## config.mk

```make
export PLATFORM = sky130hd
export DESIGN_NAME = seq_serializer
export DESIGN_NICKNAME = d
export VERILOG_FILES = /design/src/rtl/seq_pkg.sv /design/src/rtl/seq_serializer.sv
export SDC_FILE = /design/constraint.sdc
export NUM_CORES = 1
export LEC_CHECK = 0
export CORE_ASPECT_RATIO = 0.9
export CORE_MARGIN = 3
export CORE_UTILIZATION = 25
export DETAILED_ROUTE_END_ITERATION = 12
export PLACE_DENSITY = 0.49
export SETUP_SLACK_MARGIN = 0.3
export SLEW_MARGIN = 20
export SYNTH_ARGS = -nofsm -noshare
export SYNTH_HDL_FRONTEND = slang
export SYNTH_SLANG_ARGS = --single-unit
```

## constraint.sdc

```tcl
create_clock -name clk -period 2.1 [get_ports clk]
set_input_delay 0.63 -clock clk [delete_from_list [all_inputs] [get_ports clk]]
set_output_delay 0.63 -clock clk [all_outputs]
set_load 0.01 [all_outputs]
```

## src/rtl/seq_pkg.sv

```systemverilog
// Shared types for the serial sequence path (serializer and detector).
package seq_pkg;

  typedef enum logic [1:0] {
    S_IDLE,
    S_SHIFT,
    S_GAP
  } ser_state_t;

endpackage

```

## src/rtl/seq_serializer.sv

```systemverilog
// Parallel-to-serial stage feeding seq_detect.din: accepts a WIDTH-bit word
// over valid/ready and drives it one bit per clock on sout, resting at
// IDLE_LEVEL between words and for GAP_CYCLES optional gap cycles.
module seq_serializer
  import seq_pkg::*;
#(
  parameter int   WIDTH      = 8,
  parameter int   MSB_FIRST  = 1,
  parameter logic IDLE_LEVEL = 1'b1,
  parameter int   GAP_CYCLES = 0
) (
  input  logic             clk,
  input  logic             rst,
  input  logic [WIDTH-1:0] data_in,
  input  logic             data_valid,
  output logic             data_ready,
  output logic             sout,
  output logic             sout_valid,
  output logic             busy,
  output logic             word_done
);

  localparam int BW = (WIDTH > 1) ? $clog2(WIDTH) : 1;
  localparam int GW = (GAP_CYCLES > 0) ? $clog2(GAP_CYCLES + 1) : 1;
  localparam logic [BW-1:0] LAST_CNT = BW'(WIDTH - 1);
  localparam logic [BW-1:0] PRE_LAST = BW'(WIDTH - 2);
  localparam logic [GW-1:0] GAP_LAST = (GAP_CYCLES > 0) ? GW'(GAP_CYCLES - 1) : '0;

  ser_state_t       r_state;
  logic [WIDTH-1:0] r_shift;
  logic [BW-1:0]    r_bit_cnt;
  logic [GW-1:0]    r_gap_cnt;
  logic             r_sout;
  logic             r_sout_valid;
  logic             r_busy;
  logic             r_word_done;

  logic             w_last_bit;
  logic             w_accept;
  logic             w_first_bit;
  logic             w_next_bit;
  logic [WIDTH-1:0] w_first_rest;
  logic [WIDTH-1:0] w_shift_next;

  // The shift register holds only the bits not yet on sout: the first bit
  // goes straight to the sout register on accept, so there is no load bubble.
  assign w_first_bit  = (MSB_FIRST != 0) ? data_in[WIDTH-1] : data_in[0];
  assign w_first_rest = (MSB_FIRST != 0) ? {data_in[WIDTH-2:0], 1'b0}
                                         : {1'b0, data_in[WIDTH-1:1]};
  assign w_next_bit   = (MSB_FIRST != 0) ? r_shift[WIDTH-1] : r_shift[0];
  assign w_shift_next = (MSB_FIRST != 0) ? {r_shift[WIDTH-2:0], 1'b0}
                                         : {1'b0, r_shift[WIDTH-1:1]};

  assign w_last_bit = (r_state == S_SHIFT) && (r_bit_cnt == LAST_CNT);
  assign data_ready = !rst && ((r_state == S_IDLE) ||
                               (w_last_bit && (GAP_CYCLES == 0)));
  assign w_accept   = data_valid && data_ready;

  assign sout       = r_sout;
  assign sout_valid = r_sout_valid;
  assign busy       = r_busy;
  assign word_done  = r_word_done;

  // FSM with shift register, bit/gap counters and registered outputs
  always_ff @(posedge clk or posedge rst) begin
    if (rst) begin
      r_state      <= S_IDLE;
      r_shift      <= '0;
      r_bit_cnt    <= '0;
      r_gap_cnt    <= '0;
      r_sout       <= IDLE_LEVEL;
      r_sout_valid <= 1'b0;
      r_busy       <= 1'b0;
      r_word_done  <= 1'b0;
    end else begin
      r_word_done <= 1'b0;
      case (r_state)
        S_IDLE: begin
          if (w_accept) begin
            r_state      <= S_SHIFT;
            r_shift      <= w_first_rest;
            r_bit_cnt    <= '0;
            r_sout       <= w_first_bit;
            r_sout_valid <= 1'b1;
            r_busy       <= 1'b1;
          end
        end
        S_SHIFT: begin
          if (!w_last_bit) begin
            r_bit_cnt   <= r_bit_cnt + 1'b1;
            r_shift     <= w_shift_next;
            r_sout      <= w_next_bit;
            r_word_done <= (r_bit_cnt == PRE_LAST);
          end else if (GAP_CYCLES > 0) begin
            r_state      <= S_GAP;
            r_gap_cnt    <= '0;
            r_sout       <= IDLE_LEVEL;
            r_sout_valid <= 1'b0;
          end else if (w_accept) begin
            r_shift   <= w_first_rest;
            r_bit_cnt <= '0;
            r_sout    <= w_first_bit;
          end else begin
            r_state      <= S_IDLE;
            r_sout       <= IDLE_LEVEL;
            r_sout_valid <= 1'b0;
            r_busy       <= 1'b0;
          end
        end
        S_GAP: begin
          if (r_gap_cnt == GAP_LAST) begin
            r_state <= S_IDLE;
            r_busy  <= 1'b0;
          end else begin
            r_gap_cnt <= r_gap_cnt + 1'b1;
          end
        end
        default: begin
          r_state      <= S_IDLE;
          r_sout       <= IDLE_LEVEL;
          r_sout_valid <= 1'b0;
          r_busy       <= 1'b0;
        end
      endcase
    end
  end

endmodule

```

### After elaboration in Yosys (flattened, before gate mapping)

Cells that the tools add are included.
Widths: inputs -> output; s select.

| word-level totals | value |
|---|---|
| output and inout bits | 5 |
| flip-flop bits (word level) | 18 |
| word-level logic and storage cells | 53 |
| bits of input ports | 11 |

| operators by class | value |
|---|---|
| muxes and demuxes | 24 |
| bitwise logic cells | 1 |
| reduce and logical (&&, ||, !) cells | 10 |
| equal/unequal tests | 8 |
| add/subtract/negate cells | 2 |

Operator list:

| kind | number |
|---|---|
| $mux 8 | 2 |
| $pmux 8 s2 | 1 |
| $mux 1 | 10 |
| $pmux 1 s3 | 3 |
| $mux 2 | 4 |
| $ne 2x2->1 const B | 4 |
| $reduce_and 4->1 | 2 |
| $eq 3x3->1 const B | 2 |
| $mux 3 | 2 |
| $pmux 2 s3 | 1 |
| $pmux 3 s2 | 1 |
| $add 3x1->3 const B | 1 |
| $logic_and 1x1->1 | 3 |
| $eq 2x1->1 const B | 1 |
| $eq 2x2->1 const B | 1 |
| $logic_not 2->1 | 1 |
| $reduce_and 2->1 | 1 |
| $reduce_bool 2->1 | 1 |
| $add 1x1->1 const B | 1 |
| $logic_not 1->1 | 1 |
| $logic_or 1x1->1 | 1 |
| $not 1->1 | 1 |

### Longest topological paths before layout

Gate-level depths: netlist of run 1.

| logic depth | value |
|---|---|
| word-level depth | 8 |
| gate-level depth with buffers | 7 |
| mapped depth without buffers | 7 |

### Worst setup path before layout of run 1

OpenSTA, ideal clock, no wires.

| timing path | value |
|---|---|
| path type | register -> output |
| start point | register r_bit_cnt[0] |
| end point | output port data_ready |
| stages on the path, launching flop included | 7 |
| data required time | 1.470 ns |
| data arrival time | 1.261 ns |
| buffers on the path | 2 |
| path slack | 0.209 ns |
| cells stage by stage | dfrtp_1 > ha_1 > ha_1 > nor2b_4 > buf_6 > buf_4 > nor2_1 |

| between the ends | value |
|---|---|
| word-level cells in the longest chain between the ends | 4 |

RTL lines:

| what | RTL line | text |
|---|---|---|
| from (decl) | seq_serializer.sv:31 | `logic [BW-1:0] r_bit_cnt;` |
| from (signal assigned) | seq_serializer.sv:90 | `r_bit_cnt <= r_bit_cnt + 1'b1;` |
| $eq 3x3->1 | seq_serializer.sv:54 | `assign w_last_bit = (r_state == S_SHIFT) && (r_bit_cnt == LAST_CNT);` |
| $logic_and 1x1->1 | seq_serializer.sv:54 |  |
| $logic_or 1x1->1 | seq_serializer.sv:55 | `assign data_ready = !rst && ((r_state == S_IDLE) \|\|` |
| $logic_and 1x1->1 | seq_serializer.sv:55 |  |
| to (decl) | seq_serializer.sv:16 | `output logic data_ready,` |

Every way passes these cells.

### Worst setup path after layout of run 1

Same ends and word-level chain as after synthesis.

==> results of run 1 <==
## registers in the layout, summed over array words and instances (netlist names)
signal     cells
r_bit_cnt      3
word_done      1
busy           1
sout           1
r_shift        8
## cells in the final DEF, fill, tap and decap left out, types with 2 or more instances in the layout
cell type and n:
dfrtp_1 13, clkdlybuf4s50_1 9, nand2_1 8, mux2i_1 7, o21ai_0 7, buf_4 7
inv_1 3, clkbuf_4 3, dlygate4sd2_1 3, nor2_1 2, ha_4 2, dlymetal6s2s_1 2
## layer usage
metal | track usage | vias up
met4 | 0.0283 | 0
met3 | 0.0500 | 2
met5 | 0 | -
met2 | 0.123 | 14
met1 | 0.114 | 243
li1 | - | 264
## how the worst min path moves through the flow
stage                             endpoint  slack, ns  cells after the start
finish              r_bit_cnt[1]$_DFF_PP0_       0.42                      3
floorplan             r_shift[1]$_DFF_PP0_       0.44                      2
global placement      r_shift[3]$_DFF_PP0_       0.46                      2
global route        r_bit_cnt[1]$_DFF_PP0_       0.43                      3
detailed placement    r_shift[3]$_DFF_PP0_       0.47                      2
CTS                       sout$_DFFE_PP1P_       0.48                      2
## kinds of logic (layout without fill, tap and decap cells)
kind of cell,count (synthesis),after routing,synth area share
simple gates,19,19,0.149
mux,8,8,0.119
fa+ha+maj,4,4,0.0701
compound gates,12,12,0.102
buf+inv,7,30,0.0683
flops,14,14,0.492
## power by group through the flow
stage	Sequential [mW]	Combinational [mW]	Clock, mW
after floorplan	0.450	0.398	0
after global placement	0.439	0.534	0
after detailed placement	0.442	0.536	0
after CTS	0.429	0.552	0.172
after global routing	0.443	0.648	0.187
final	0.426	0.564	0.160
## timing repair
action | CTS | global route
hold buffers | 0 | 0
resized for setup | 7 | 5
pin swaps | 1 | 1
endpoints found under the setup margin | 4 | 8
setup buffers | 2 | 1
## tightest hold or removal path: stages
cell and delay, ns:
dlymetal6s2s_1 0.13, buf_4 0.14, inv_1 0.19
## cell type report
class,instances,share of cell area
Clock buffer,4,0.0265
Inverter,3,0.0114
Multi-Input combinational cell,43,0.347
Sequential cell,14,0.355
Tap cell,38,0.0480
Timing Repair Buffer,23,0.212
==> metrics.cfg, run 1 <==
[worst_setup_path]
crit_start = r_bit_cnt[0]$_DFF_PP0_
r2r-start = r_bit_cnt[0]$_DFF_PP0_
rr_endpoint = busy$_DFFE_PP0P_
worstSetupEndpointType = output port
rrSetupSlack_ns = 0.52
max_stage_delay_ns = 0.39
worst-path-buf-inv = 1
path_depth = 5
crit_type = flip-flop to output port
crit_chain = ha_2, ha_4, nor2b_4, nor2_1, buf_2
cp_top_family = flip-flops
cp-start-kind = flip-flop
cp-endpoint = data_ready
worstPathArrival_ns = 1.32
cp_slowest_cell = dfrtp_1
crit_fanout = 4
reg2reg_depth = 6
worst_ep_required_time_ns = 1.47

[power]
p_int_mw = 0.749
peakVddDrop_mv = 0.461
p_per_area_nw_per_um2 = 1160
p_leak_nw = 0.470
power_mw = 1.15
p_switching_mw = 0.401
seqPwrFrac = 0.371
pwr-share-clk = 0.139
swShare = 0.349
combinationalPowerShare = 0.490

[final_layout]
nets = 103
ff_latch_area_sq_um = 352
num_antenna_cells = 0
final_core_util = 0.382
multi_input_area_sq_um = 344
fin_area_sq_um = 991
drive_gt1_frac = 0.230
fillers = 278
syn2layout_area_growth_pct = 38.7
layout.cells.non_filler = 125

[synth]
syn-num-nets = 79
yosysTopAreaCellShare = 0.455
yosysSeqAreaShare = 0.492
synth_largest_area_cell = dfrtp_1
netlist_area_sq_um = 714
yosys-top-cells-count = 13 x dfrtp_1, 9 x nand2_1, 7 x mux2i_1, 7 x o21ai_0, 4 x ha_1
synth_edf_count = 0
yosysUniqueCellTypes = 24
yosysMostFrequentCell = dfrtp_1
synth-seq-cells = 14
ys.flop_type = dfrtp_1
ys_warn_count = 0
avgSynthCellArea_sq_um = 11.2
synthCells = 64
async_flop_share = 1.00
ys_top_cells_by_area = dfrtp_1 46%, mux2i_1 9.8%, ha_1 7.0%, o21ai_0 4.9%, nand2_1 4.7%

[global_route]
grt_overflow = 0
grt.total_usage = 0.0880
antenna_found_initial = 0
grt_pass1_vias = 526
grt_pass1_wl_mm = 2.37
grt_max_degree = 19

[detailed_routing]
via_per_inst = 4.18
postRouteAntennaNets = 0
routed-via-count = 523
routedWlPerCell_um = 10.5
wl_met1_um = 621
dr.pass1.iters = 4
drc_errors = 0
wirelength_mm = 1.32
drt_iter0_drc = 9
route.top_layer_used = met4
wl_met2_um = 576
wl_met3_um = 109

[job]
maxCapViolations = 0

[timing]
setup-violations-final = 0
tns_ns = 0
fmax_mhz = 512
holdWs_ns = 0.422
rsz0062_at_grt = true
postLayoutSetupSlackWorst_ns = 0.147
worst_pin_slew_ns = 0.240
hold_viol = 0
skew_ns = 0.00653
max-slew-margin-rel = 0.840
fin_crit_sh = 0.930
fin_crit_ns = 1.95
maxSlewViolCount = 0

[place]
post-place-ws_ns = -0.222
io_buffers = 15
place_hpwl_um = 954
dp.cells = 118
placed_cell_area_sq_um = 927
routabilityCongestion = 0.735

[clock_network]
cts_buffers = 3
clockBufferDepth = 2
htreeDepth = 1
clock-sinks = 14
clk_pin_slew_worst_paths_ns = 0.09
insertion_delay_ns = 0.28
cts_root_buffer = clkbuf_4
cts_tree = yes

[die]
start_util = 0.275
die_h_um = 56.7
die_w_um = 62.4
row_count = 17
ioPinCount = 16
die_area_sq_um = 3540
coreArea_sq_um = 2590

[run_status]
status = completed

[hold_path]
hold_class = primary input to async pin

(Power assumes the default switching activity.)
==> inputs of run 2 (changes only) <==
--- a/config.mk
+++ b/config.mk
@@ -5,11 +5,15 @@
 export SDC_FILE = /design/constraint.sdc
 export NUM_CORES = 1
 export LEC_CHECK = 0
+export ABC_AREA = 1
+export CELL_PAD_IN_SITES_DETAIL_PLACEMENT = 0
+export CELL_PAD_IN_SITES_GLOBAL_PLACEMENT = 2
 export CORE_ASPECT_RATIO = 0.9
 export CORE_MARGIN = 3
 export CORE_UTILIZATION = 25
 export DETAILED_ROUTE_END_ITERATION = 12
-export PLACE_DENSITY = 0.49
+export GPL_ROUTABILITY_DRIVEN = 1
+export PLACE_DENSITY = 0.74
 export SETUP_SLACK_MARGIN = 0.3
 export SLEW_MARGIN = 20
 export SYNTH_ARGS = -nofsm -noshare
==> metrics.cfg, run 2 <==
[synth]
yosysTopAreaCellShare = 0.446
yosysUniqueCellTypes = 16
avgSynthCellArea_sq_um = 8.11
ys_top_cells_by_area = dfrtp_1 45%, nand2_1 13%, nand3_1 10%, ha_1 6.9%, inv_1 6.2%
synthCells = 90
synth_edf_count = 0
yosysMostFrequentCell = nand2_1
async_flop_share = 1.00
ys.flop_type = dfrtp_1
synth-seq-cells = 14
yosys-top-cells-count = 26 x nand2_1, 15 x nand3_1, 13 x dfrtp_1
syn-num-nets = 105
ys_warn_count = 0
netlist_area_sq_um = 729
yosysSeqAreaShare = 0.482
synth_largest_area_cell = dfrtp_1

[timing]
fin_crit_ns = 1.96
maxSlewViolCount = 0
worst_pin_slew_ns = 0.225
holdWs_ns = 0.479
skew_ns = 0.00163
fmax_mhz = 511
postLayoutSetupSlackWorst_ns = 0.144
fin_crit_sh = 0.932
max-slew-margin-rel = 0.850
tns_ns = 0
setup-violations-final = 0
rsz0062_at_grt = true
hold_viol = 0

[place]
place_hpwl_mm = 1.16
post-place-ws_ns = -0.217
io_buffers = 15
routabilityCongestion = 0.717
placed_cell_area_sq_um = 967

[clock_network]
cts_buffers = 3
htreeDepth = 1
insertion_delay_ns = 0.28
clockBufferDepth = 2
clk_pin_slew_worst_paths_ns = 0.09
cts_root_buffer = clkbuf_4
cts_hold_buf = 0
cts_tree = yes
clock-sinks = 14

[final_layout]
fillers = 290
fin_area_sq_um = 1030
syn2layout_area_growth_pct = 40.8
final_cell_mix = 26 x nand2_1, 15 x nand3_1, 13 x dfrtp_1
multi_input_area_sq_um = 320
nets = 131
final_common_cell = nand2_1
top_regs = r_shift (8), r_bit_cnt (3)
largest_reg_flops = 8
num_antenna_cells = 0
regMostFlops = r_shift
drive_gt1_frac = 0.200
ff_latch_area_sq_um = 352

[power]
power_mw = 1.21
p_switching_mw = 0.465
combinationalPowerShare = 0.472
swShare = 0.384
peakVddDrop_mv = 0.428
seqPwrFrac = 0.364
p_per_area_nw_per_um2 = 1180
p_int_mw = 0.747
pwr-share-clk = 0.164
p_leak_nw = 0.540

[worst_setup_path]
crit_type = flip-flop to output port
rr_endpoint = r_shift[2]$_DFF_PP0_
worstPathArrival_ns = 1.33
worstSetupEndpointType = output port
r2r-start = r_bit_cnt[0]$_DFF_PP0_
crit_fanout = 2
rrSetupSlack_ns = 0.41
worst_ep_required_time_ns = 1.47
reg2reg_depth = 10
cp-start-kind = flip-flop

[die]
die_w_um = 62.9
die_area_sq_um = 3600
die_h_um = 57.2
row_count = 17
ioPinCount = 16
coreArea_sq_um = 2620
start_util = 0.279

[run_status]
status = completed

[hold_path]
hold_depth = 2
hold_class = flip-flop to flip-flop
min-delay-start = r_shift[0]$_DFF_PP0_
min_to = r_shift[1]$_DFF_PP0_

[global_route]
grt_overflow = 0
grt_pass1_wl_mm = 2.88
grt.total_usage = 0.102
grt_max_degree = 18
grt_pass1_vias = 640
antenna_found_initial = 0

[detailed_routing]
drt_iter0_drc = 22
postRouteAntennaNets = 0
dr.pass1.iters = 4
routed-via-count = 646
via_per_inst = 4.22
drc_errors = 0
wirelength_mm = 1.69
routedWlPerCell_um = 11.0

[job]
maxCapViolations = 0

-- run 2: changes by cell type in the layout (fill, tap and decap cells not counted), moves of 5 or more --
cell,delta
inv_1,+8
nand2_1,+18
mux2i_1,-7
nand3_1,+14
o21ai_0,-5
-- run 2: stage by stage --
| stage | util | cells |
|---|---|---|
| after global routing | 0.393 | 153 |
| after floorplan | - | 90 |
| after CTS | 0.392 | 153 |
| after global placement | 0.370 | 148 |
| final | 0.393 | 153 |
| after detailed placement | 0.370 | 148 |
-- run 2: logic make-up after synthesis --
family,Yosys count,share of synthesized area
DFF,14,0.482
adders and majority gates,4,0.0686
and+or+nand+nor,50,0.305
buffers and inverters,17,0.110
AOI/OAI and AO/OA,5,0.0343
-- run 2: worst max-delay path by stage --
stage	start	endpoint	slack [ns]	cells past startpoint
finish	r_bit_cnt[0]$_DFF_PP0_	data_ready	0.14	5
detailed placement	rst	data_ready	-0.22	3
global route	r_bit_cnt[0]$_DFF_PP0_	data_ready	0.08	5
global placement	rst	data_ready	-0.21	3
floorplan	r_bit_cnt[0]$_DFF_PP0_	data_ready	0.36	5
CTS	r_bit_cnt[1]$_DFF_PP0_	data_ready	0.13	5
-- run 2: layer usage --
layer  share of wire  GRT usage  vias to the layer above
met5               0          0                        -
met4          0.0077     0.0377                        0
met3           0.057     0.0413                        2
met2            0.45      0.155                       11
met1            0.49      0.129                      297
li1                -          -                      336
-- run 2: area by class of cell --
class,instances,share of cell area
Inverter,13,0.0512
Tap cell,38,0.0463
Timing Repair Buffer,25,0.213
Clock buffer,4,0.0353
Multi-Input combinational cell,59,0.312
Sequential cell,14,0.342
-- run 2: critical path, stage by stage (launching register included) --
cell and delay, ns:
dfrtp_1 0.41, ha_2 0.22, ha_4 0.17, nor2_4 0.08, nor2_1 0.04, buf_2 0.13
-- run 2: what timing repair did --
action / 4_1_cts / 5_1_grt
buffers inserted: 1 / 0
gates resized for setup: 12 / 1
gates cloned: 0 / 0
hold endpoints to repair: 0 / 0
endpoints found under the setup margin: 4 / 2
pin swaps: 2 / 1
-- run 2: power by group through the flow --
stage / registers (mW) / clock network [mW] / logic (mW)
finish: 0.442 / 0.199 / 0.572
global route: 0.458 / 0.216 / 0.647
CTS: 0.441 / 0.209 / 0.579
detailed placement: 0.449 / 0 / 0.552
global placement: 0.441 / 0 / 0.550
floorplan: 0.448 / 0 / 0.336
==> inputs of run 3 (changes only) <==
--- a/config.mk
+++ b/config.mk
@@ -5,7 +5,8 @@
 export SDC_FILE = /design/constraint.sdc
 export NUM_CORES = 1
 export LEC_CHECK = 0
-export ABC_AREA = 1
+export ABC_AREA = 0
+export CAP_MARGIN = 25
 export CELL_PAD_IN_SITES_DETAIL_PLACEMENT = 0
 export CELL_PAD_IN_SITES_GLOBAL_PLACEMENT = 2
 export CORE_ASPECT_RATIO = 0.9
@@ -13,7 +14,7 @@
 export CORE_UTILIZATION = 25
 export DETAILED_ROUTE_END_ITERATION = 12
 export GPL_ROUTABILITY_DRIVEN = 1
-export PLACE_DENSITY = 0.74
+export PLACE_DENSITY = 0.68
 export SETUP_SLACK_MARGIN = 0.3
 export SLEW_MARGIN = 20
 export SYNTH_ARGS = -nofsm -noshare
==> metrics.cfg, run 3 (synthesis gave the netlist of run 1 again) <==
[detailed_routing]
dr.pass1.iters = 2
postRouteAntennaNets = 0
drt_iter0_drc = 15
drc_errors = 0
via_per_inst = 4.10
routedWlPerCell_um = 11.2
routed-via-count = 513
wirelength_mm = 1.39

[final_layout]
nets = 103
drive_gt1_frac = 0.241
regMostFlops = r_shift
fillers = 288
final_cell_mix = 13 x dfrtp_1, 9 x clkdlybuf4s50_1, 8 x nand2_1, 8 x buf_4
top_regs = r_shift (8), r_bit_cnt (3)
syn2layout_area_growth_pct = 39.6
layout.cells.non_filler = 125
largest_reg_flops = 8
final_core_util = 0.384
num_antenna_cells = 0
final_common_cell = dfrtp_1

[global_route]
grt_util_met2 = 0.112
grt_pass1_vias = 507
grt_pass1_wl_mm = 2.33
grt_util_met3 = 0.0500
grt.busiest_layer = met1
grt.total_usage = 0.0851
grt_overflow = 0
met1_usage = 0.114
grt_max_degree = 19
antenna_found_initial = 0

[die]
row_count = 17
ioPinCount = 16
start_util = 0.275
coreArea_sq_um = 2590
die_area_sq_um = 3540
die_h_um = 56.7
die_w_um = 62.4

[timing]
rsz0062_at_grt = true
setup-violations-final = 0
max-slew-margin-rel = 0.633
skew_ns = 0.00568
fmax_mhz = 518
fin_crit_sh = 0.920
maxSlewViolCount = 0
hold_viol = 0
worst_pin_slew_ns = 0.549
fin_crit_ns = 1.93

[worst_setup_path]
crit_type = flip-flop to output port
worst_ep_required_time_ns = 1.47
r2r-start = r_bit_cnt[1]$_DFF_PP0_
rr_endpoint = busy$_DFFE_PP0P_
worstSetupEndpointType = output port
worstPathArrival_ns = 1.30
crit_fanout = 2
rrSetupSlack_ns = 0.41
reg2reg_depth = 7
cp-start-kind = flip-flop

[place]
io_buffers = 15
place_hpwl_um = 973
routabilityCongestion = 0.638
dp.cells = 117

[hold_path]
min-delay-start = sout$_DFFE_PP1P_
hold_class = flip-flop to flip-flop
min_to = sout$_DFFE_PP1P_
hold_depth = 2

[clock_network]
clk_pin_slew_worst_paths_ns = 0.09
clockBufferDepth = 2
clock-sinks = 14
insertion_delay_ns = 0.28
cts_root_buffer = clkbuf_4
cts_hold_buf = 0
cts_buffers = 3
cts_tree = yes
htreeDepth = 1

[power]
p_per_area_nw_per_um2 = 1210
power_mw = 1.21
peakVddDrop_mv = 0.475
p_leak_nw = 0.475

[job]
maxCapViolations = 0

[run_status]
status = completed

-- run 3: what timing repair did --
action	in CTS	in global routing
gates resized for setup	7	4
setup endpoints to repair	4	5
pin swaps	1	0
gates cloned	0	0
setup buffers	3	1
endpoints found under the hold margin	0	0
-- run 3: critical path, cell delays in order (launching register included) --
cell and delay, ns:
dfrtp_1 0.39, ha_2 0.20, ha_4 0.16, nor2b_4 0.11, nor2_1 0.04, buf_2 0.13
-- run 3: how the worst max path moves through the flow --
stage                            from    endpoint  slack, ns  depth (start not counted)
6_report       r_bit_cnt[1]$_DFF_PP0_  data_ready       0.17                          5
5_1_grt        r_bit_cnt[0]$_DFF_PP0_  data_ready       0.08                          5
4_1_cts        r_bit_cnt[1]$_DFF_PP0_  data_ready       0.15                          5
3_5_place_dp                      rst  data_ready      -0.22                          3
3_3_place_gp                      rst  data_ready      -0.21                          3
2_1_floorplan  r_bit_cnt[0]$_DFF_PP0_  data_ready       0.31                          6
-- run 3: layer usage --
layer | up-vias | part of all wire
met2 | 12 | 0.41
met3 | 2 | 0.067
met4 | 0 | 0.0072
met1 | 236 | 0.52
li1 | 263 | -
met5 | - | 0
-- run 3: final cells by class --
class / count / area (sq um) / area share
Clock buffer: 4 / 36.3 / 0.0364
Timing Repair Buffer: 23 / 206 / 0.207
Inverter: 3 / 11.3 / 0.0113
Sequential cell: 14 / 352 / 0.353
Tap cell: 38 / 47.5 / 0.0477
Multi-Input combinational cell: 43 / 344 / 0.345
-- run 3: stage by stage --
step / TNS [ns] / instance area, sq um / setup WS [ns] / hold WS (ns)
global route: 0 / 997 / 0.0767 / 0.500
finish: 0 / 997 / 0.168 / 0.478
floorplan: 0 / 733 / 0.313 / 0.441
CTS: 0 / 970 / 0.150 / 0.480
global placement: -0.209 / 920 / -0.209 / 0.459
detailed placement: -0.217 / 920 / -0.217 / 0.467
-- run 3: report_power, final --
| group | switching (mW) | leakage, nW | internal [mW] |
|---|---|---|---|
| clock | 0.0916 | 0.0210 | 0.105 |
| sequential | 0.0543 | 0.179 | 0.374 |
| combinational | 0.273 | 0.275 | 0.311 |
==> edit (settings of run 2) <==
Re-encode `ser_state_t` (3 states) as one-hot, 3 bits wide.
--- a/src/rtl/seq_pkg.sv
+++ b/src/rtl/seq_pkg.sv
@@ -1,10 +1,10 @@
 // Shared types for the serial sequence path (serializer and detector).
 package seq_pkg;
 
-  typedef enum logic [1:0] {
-    S_IDLE,
-    S_SHIFT,
-    S_GAP
+  typedef enum logic [2:0] {
+    S_IDLE  = 3'b001,
+    S_SHIFT = 3'b010,
+    S_GAP   = 3'b100
   } ser_state_t;
 
 endpackage
Formal check against the unedited RTL: no difference found for any inputs over 10 cycles, from zero or initial values and one cycle with rst high; not proved beyond that.
==> edit against run 2 <==
- cell area grew 25%
- maximum frequency grew 2.2%
- routed wire length grew 24%
- total power grew 30%
- setup slack gained 0.042 ns
- global-route usage shrank 0.67 points
- die area grew 24%
- register-to-register slack lost 0.06 ns
- sequential power grew 11%
- critical path depth shrank 1
- first-iteration DRC count grew 27%
- sequential share of layout area shrank 4.8 points
- synthesized area grew 27%
- sequential cell count grew 1
- critical endpoint unchanged
- largest cell class is now multi-input combinational cells
- highest routed layer unchanged
==> edit: results (changes against run 2) <==
metric	value	unit	change
outcome	finished, final reports clean		unchanged
clockRootBuffer	clkbuf_8		was clkbuf_4
drive_gt1_frac	0.229		was 0.200
grt_pass1_vias	746		was 640
placed_cell_area	0.00119	mm^2	was 967 um^2
reg2reg_depth	10		unchanged
grt_max_degree	11		was 18
top_regs	r_shift (8), r_bit_cnt (3)		unchanged
num_vias	805		was 646
skew	0.000456	ns	was 0.00163 ns
htree_num_levels	1		unchanged
cts_buffers	3		unchanged
path_clk_slew	0.06	ns	was 0.09 ns
critical-path-slowest-cell	dfstp_2		was dfrtp_1
dp_slack	-0.304	ns	was -0.217 ns
synthTopCellsByArea	dfrtp_1 (35%), nand2_1 (9.3%), inv_1 (7.7%)		was dfrtp_1 (45%), nand2_1 (13%), nand3_1 (10%)
gr-total-overflow	0		unchanged
p_leak	0.634	nW	was 0.540 nW
drtIter0Drc	28		was 22
ys_types	23		was 16
route.met2.wl	1.02	mm	was 755 um
post-dp-hpwl	1.65	mm	was 1.16 mm
portBuffers	15		unchanged
seq_area_frac_synth	0.408		was 0.482
cp.arrival	1.28	ns	was 1.33 ns
nets	161		was 131
antenna_found_initial	0		unchanged
whs_path_depth	2		unchanged
syn-num-nets	131		was 105
hp-class	register to register		unchanged
drc	0		unchanged
grt_pass1_wl	3.40	mm	was 2.88 mm
clkLatencyLatePin	0.24	ns	was 0.28 ns
ir_drop	0.269	mV	was 0.428 mV
cp_slowest_stage_delay	0.56	ns	was 0.41 ns
wl_met1	963	um	was 820 um
track_usage	0.0949		was 0.102
wl_met3	93	um	was 97 um
met3_usage	0.0252		was 0.0413
gp_congestion	0.684		was 0.717
highest_layer	met4		unchanged
num_antenna_cells	0		unchanged
grtUsageMet1	0.120		was 0.129
finalWirelength	2.09	mm	was 1.69 mm
tightestPinTransition	0.335	ns	was 0.225 ns
synthTopCellsByCount	nand2_1 (23), inv_1 (19), nor2_1 (16)		was nand2_1 (26), nand3_1 (15), dfrtp_1 (13)
ys.warnings.count	0		unchanged
met2_usage	0.158		was 0.155
async_flop_share	1.00		unchanged
==> edit: metrics by stage <==
stage	instances	hold slack, ns
after floorplan	115	0.460
after global placement	182	0.472
after detailed placement	182	0.480
after CTS	187	0.495
after global routing	188	0.525
final	188	0.487
==> edit: cells by family after synthesis <==
kind of cell    share of synthesized area
fa+ha+maj                          0.0676
simple gates                        0.353
flops                               0.408
compound gates                     0.0743
buf+inv                            0.0973
==> edit: report_power, final <==
group | internal [mW] | total [mW] | leakage (nW) | switching, mW
Combinational | 0.370 | 0.851 | 0.433 | 0.482
Sequential | 0.421 | 0.489 | 0.179 | 0.0680
Clock | 0.134 | 0.231 | 0.0228 | 0.0972
==> edit: layout make-up <==
type / instances / area (um^2)
Inverter: 20 / 77.6
Multi-Input combinational cell: 78 / 498
Tap cell: 44 / 55.1
Sequential cell: 15 / 378
Fill cell: 373 / 2170
Clock buffer: 4 / 45.0
Timing Repair Buffer: 27 / 230
==> edit: final timing paths <==
| kind | start | slack [ns] | to |
|---|---|---|---|
| hold reg to reg | r_shift[0]$_DFFE_PP0N_ | 0.49 | r_shift[0]$_DFFE_PP0N_ |
| setup / recovery | r_state[0]$_DFFE_PP1P_ | 0.19 | data_ready |
| setup reg to reg | r_bit_cnt[1]$_DFFE_PP0N_ | 0.35 | r_shift[7]$_DFFE_PP0N_ |
| max in group asynchronous | rst | 1.15 | sout$_DFFE_PP1P_ |
| min in group asynchronous | rst | 0.72 | r_shift[7]$_DFFE_PP0N_ |
| hold / removal | r_shift[0]$_DFFE_PP0N_ | 0.49 | r_shift[0]$_DFFE_PP0N_ |
==> edit: timing repair <==
action	4_1_cts	5_1_grt
setup buffers	1	1
endpoints found under the setup margin	4	1
resized for setup	12	5
pin swaps	1	2
